===== src/rtl/notif_pkg.sv =====
// Shared types and sizing helpers for the notification publisher and its FIFO.
package notif_pkg;

   typedef logic [31:0] notif_msg_t;

   // Width needed to hold a count in the range 0..depth inclusive.
   function automatic int cnt_w(input int depth);
      return $clog2(depth + 1);
   endfunction

endpackage


===== src/rtl/notif_fifo.sv =====
// Circular-buffer FIFO with val/rdy on both sides. The head is visible
// combinationally on deq_msg whenever deq_val is high.
module notif_fifo
   import notif_pkg::*;
#(
   parameter type t_msg   = notif_msg_t,
   parameter int  p_depth = 4
) (
   input  logic                      clk,
   input  logic                      rst,
   input  logic [$bits(t_msg)-1:0]   enq_msg,
   input  logic                      enq_val,
   output logic                      enq_rdy,
   output logic [$bits(t_msg)-1:0]   deq_msg,
   output logic                      deq_val,
   input  logic                      deq_rdy,
   output logic [cnt_w(p_depth)-1:0] count
);

   localparam int MW = $bits(t_msg);
   localparam int CW = cnt_w(p_depth);
   localparam int PW = $clog2(p_depth);

   logic [MW-1:0] mem [p_depth];
   logic [PW-1:0] wr_ptr;
   logic [PW-1:0] rd_ptr;
   logic          enq_fire;
   logic          deq_fire;

   // Full/empty come from the occupancy count, so any depth wraps correctly.
   assign enq_rdy  = (count != CW'(p_depth));
   assign deq_val  = (count != '0);
   assign deq_msg  = mem[rd_ptr];
   assign enq_fire = enq_val & enq_rdy;
   assign deq_fire = deq_rdy & deq_val;

   function automatic logic [PW-1:0] next_ptr(input logic [PW-1:0] p);
      return (p == PW'(p_depth - 1)) ? '0 : p + PW'(1);
   endfunction

   always_ff @(posedge clk or negedge rst) begin
      if (!rst) begin
         wr_ptr <= '0;
         rd_ptr <= '0;
         count  <= '0;
      end else begin
         if (enq_fire) wr_ptr <= next_ptr(wr_ptr);
         if (deq_fire) rd_ptr <= next_ptr(rd_ptr);
         case ({enq_fire, deq_fire})
            2'b10:   count <= count + CW'(1);
            2'b01:   count <= count - CW'(1);
            default: count <= count;
         endcase
      end
   end

   // Storage needs no reset: entries are only read once count covers them.
   always_ff @(posedge clk) begin
      if (enq_fire) mem[wr_ptr] <= enq_msg;
   end

endmodule


===== src/rtl/notif_pub.sv =====
// Notification publisher: buffers producer messages and emits each as a
// single-cycle pub_val pulse, spaced by at least p_gap idle cycles.
module notif_pub
   import notif_pkg::*;
#(
   parameter type t_msg   = notif_msg_t,
   parameter int  p_depth = 4,
   parameter int  p_gap   = 0
) (
   input  logic                      clk,
   input  logic                      rst,
   input  logic [$bits(t_msg)-1:0]   enq_msg,
   input  logic                      enq_val,
   output logic                      enq_rdy,
   output logic [$bits(t_msg)-1:0]   pub_msg,
   output logic                      pub_val,
   output logic [cnt_w(p_depth)-1:0] pend_cnt
);

   localparam int MW = $bits(t_msg);
   localparam int GW = $clog2(p_gap + 2);

   logic [GW-1:0] gap_cnt;
   logic [MW-1:0] head_msg;
   logic [MW-1:0] pub_src;
   logic          head_val;
   logic          fifo_enq_val;
   logic          fifo_deq_rdy;
   logic          enq_fire;
   logic          gap_open;
   logic          bypass;
   logic          do_pub;

   // Handshake: a message transfers on a posedge where enq_val & enq_rdy.
   // enq_rdy depends only on registered occupancy; the producer holds
   // enq_msg/enq_val stable while enq_rdy is low. pub_val has no ready.
   assign enq_fire     = enq_val & enq_rdy;
   assign gap_open     = (gap_cnt == '0);
   assign bypass       = enq_fire & ~head_val & gap_open;
   assign do_pub       = gap_open & (head_val | enq_fire);
   assign pub_src      = head_val ? head_msg : enq_msg;
   assign fifo_enq_val = enq_val & ~bypass;
   assign fifo_deq_rdy = gap_open & head_val;

   notif_fifo #(
      .t_msg   (t_msg),
      .p_depth (p_depth)
   ) u_fifo (
      .clk     (clk),
      .rst     (rst),
      .enq_msg (enq_msg),
      .enq_val (fifo_enq_val),
      .enq_rdy (enq_rdy),
      .deq_msg (head_msg),
      .deq_val (head_val),
      .deq_rdy (fifo_deq_rdy),
      .count   (pend_cnt)
   );

   // pub_msg keeps its last value between pulses; only pub_val qualifies it.
   always_ff @(posedge clk or negedge rst) begin
      if (!rst) begin
         pub_val <= 1'b0;
         pub_msg <= '0;
         gap_cnt <= '0;
      end else begin
         pub_val <= do_pub;
         if (do_pub) begin
            pub_msg <= pub_src;
            gap_cnt <= GW'(p_gap);
         end else if (!gap_open) begin
            gap_cnt <= gap_cnt - GW'(1);
         end
      end
   end

endmodule


===== config.mk =====
export PLATFORM = sky130hd
export DESIGN_NAME = notif_pub
export DESIGN_NICKNAME = d
export VERILOG_FILES = /design/src/rtl/notif_pkg.sv /design/src/rtl/notif_fifo.sv /design/src/rtl/notif_pub.sv
export SDC_FILE = /design/constraint.sdc
export NUM_CORES = 1
export LEC_CHECK = 0
export ABC_AREA = 1
export CORE_ASPECT_RATIO = 0.5
export CORE_UTILIZATION = 45
export CTS_CLUSTER_SIZE = 30
export DETAILED_ROUTE_END_ITERATION = 12
export PLACE_DENSITY = 0.65
export SETUP_SLACK_MARGIN = 0.02
export SLEW_MARGIN = 20
export SYNTH_ARGS = -nofsm -noshare
export SYNTH_HDL_FRONTEND = slang
export SYNTH_HIERARCHICAL = 1
export SYNTH_SLANG_ARGS = --single-unit
export TNS_END_PERCENT = 20

===== constraint.sdc =====
create_clock -name clk -period 7.65 [get_ports clk]
set_input_delay 1.9125 -clock clk [delete_from_list [all_inputs] [get_ports clk]]
set_output_delay 1.9125 -clock clk [all_outputs]
set_load 0.05 [all_outputs]

==> impl_metrics.toml <==
[cells_and_area]
final_common_cell = "nand2_1"
nFillCells = 1302
layout_common_cells = "272 x nand2_1, 128 x edfxtp_1, 75 x inv_1"
fin_nets = 778
multi_input_area_sq_mm = 0.00188
layout-drive-gt1-share = 0.0654
register_area_sq_mm = 0.00485
area_growth_pct = 20.0
final_area_sq_mm = 0.00865
num_antenna_cells = 0
post-route-util = 0.557

[cts]
htreeDepth = 4
cts_buffers = 17
cts_sinks = 168
cts_buffer_depth = 2
cts.repair.resized = 0
insertion_delay_ps = 410
post_cts_buffers = 0
cts_hold_buffers = 0
cts_tree = "done"
cts_root_buf = "clkbuf_16"
clkTransAtPathRegs_ps = 60

[worst_setup_path]
r2r_setup_slack_ps = 4750
crit_arrival_ps = 3860
crit_start = "enq_val"
cp.required_ps = 7680
start_kind = "primary input"
crit_fanout = 32
path_class = "in -> reg"
cp-end-kind = "flip-flop"
reg2reg_from = "u_fifo/count[2]"

[yosys]
yosys.area.top_type = "edfxtp_1"
synthCells = 678
syn_area_per_cell_sq_um = 10.6
synthesis.area_sq_mm = 0.00721
ys_ff_latch = 168
synth_top_area_frac = 0.533
yosysWarnings = 6
ys_seq_area_frac = 0.672
synth_area_leaders = "edfxtp_1 53%, nand2_1 14%, dfrtp_1 14%"
ys_types = 20
synth_fp_nets = 720

[floorplanning]
initial_core_util = 0.464
dieArea_sq_mm = 0.0166
rows = 32
die_w_um = 181
core_sq_mm = 0.0155
die_y_um = 91.5
io_pins = 72

[run_status]
status = "finished, final reports clean"

[power_and_ir_drop]
total_power_mw = 2.03
leakage_nw = 3.50
ir_drop_mv = 0.163
p_per_area_mw_per_mm2 = 235

[global_routing]
grt_pass1_wl_um = 24100
grt_start_max_net_pins = 101
grt-ovfl-total = 0
first_global_vias = 4830
grt.total_usage = 0.189
antenna_found_initial = 0

[drt]
detail_route.vias_per_cell = 4.97
post_drt_wl_per_cell_um = 15.3
drtIter0Drc = 268
drc = 0
antenna_left = 0
wirelength_um = 14600
vias = 4736
first_pass_iters = 5

[sta]
fin_crit_ps = 3840
clock_skew_ps = 9.34
hold_viol_final = 0
finalCritPeriodShare = 0.502
finalSetupTns_ps = 0
worst_hold_slack_ps = 513
tightestPinTransition_ps = 1040
grt_setup_unrepaired = "false"
setup_viol = 0
final_max_slew_viol_count = 0
slew_headroom = 0.303
clock.fmax_mhz = 261

[worst_hold_path]
hp-start = "pub_msg[23]"
holdCritPathClass = "reg -> reg"

[placement]
dp_hpwl_um = 7900
finalWeightedCongestion = 0.699
placed_area_sq_mm = 0.00803
port_buffers = 71

[run]
maxCapViolCount = 0
## state kept, by name, indices dropped and copies added (netlist names)
register	count
pub_val	1
pub_msg	32
u_fifo/rd_ptr	2
u_fifo/wr_ptr	2
u_fifo/count	3
u_fifo/mem	128
## per-stage QoR
stage,setup WS [ps],cells
after floorplan,3510,678
after global placement,3400,920
after detailed placement,3380,920
after CTS,3810,952
after global routing,3660,953
final,3810,953
## cells in the mapped netlist
cell type	number
o211ai_1	64
xnor2_1	1
nor2_1	6
buf_4	5
buf_2	24
inv_1	75
nand4_1	1
o21ai_0	1
clkbuf_1	4
ha_1	6
dfrtp_1	40
nand3_1	39
nand2_2	1
edfxtp_1	128
fa_1	1
nand2_1	272
buf_1	1
a21boi_1	1
buf_6	4
inv_2	4
## per-layer routing
| layer | part of all wire | vias to the layer above | global-route usage |
|---|---|---|---|
| li1 | - | 2358 | - |
| met1 | 0.48 | 2289 | 0.252 |
| met2 | 0.48 | 83 | 0.317 |
| met3 | 0.035 | 6 | 0.0369 |
| met4 | 0.0047 | 0 | 0.0572 |
| met5 | 0 | - | 0 |
## area by class of cell
class                           count  share of cell area
Multi-Input combinational cell    393               0.218
Clock inverter                     14              0.0202
Inverter                           79              0.0343
Timing Repair Buffer               77              0.0882
Clock buffer                       18              0.0496
Tap cell                          204              0.0295
Sequential cell                   168               0.560
## kinds of logic (layout without fill, tap and decap cells)
family / Yosys count / in the layout / share of synthesized area
simple gates: 319 / 319 / 0.174
flops: 168 / 168 / 0.672
compound gates: 66 / 66 / 0.0684
buf+inv: 117 / 188 / 0.0718
xor+xnor: 1 / 1 / 0.00121
fa+ha+maj: 7 / 7 / 0.0132
## worst paths after layout
kind | depth (start not counted) | end
setup reg to reg | 7 | u_fifo/mem[1][28]
max in group asynchronous | 2 | u_fifo/rd_ptr[0]
min in group asynchronous | 1 | pub_msg[4]
hold / removal | 2 | pub_msg[23]
hold reg to reg | 2 | pub_msg[23]
setup / recovery | 4 | u_fifo/mem[1][28]
## worst max-delay path, stage by stage
cell	delay [ps]
clkdlybuf4s50_1	470
a21boi_1	240
nand2_1	330
nor2_4	890
## power by group
group	leakage (nW)	switching [mW]	internal, mW
Clock	0.287	0.355	0.517
Sequential	1.65	0.00832	0.998
Combinational	1.57	0.0979	0.0532
Power figures use the tool's default switching activity.
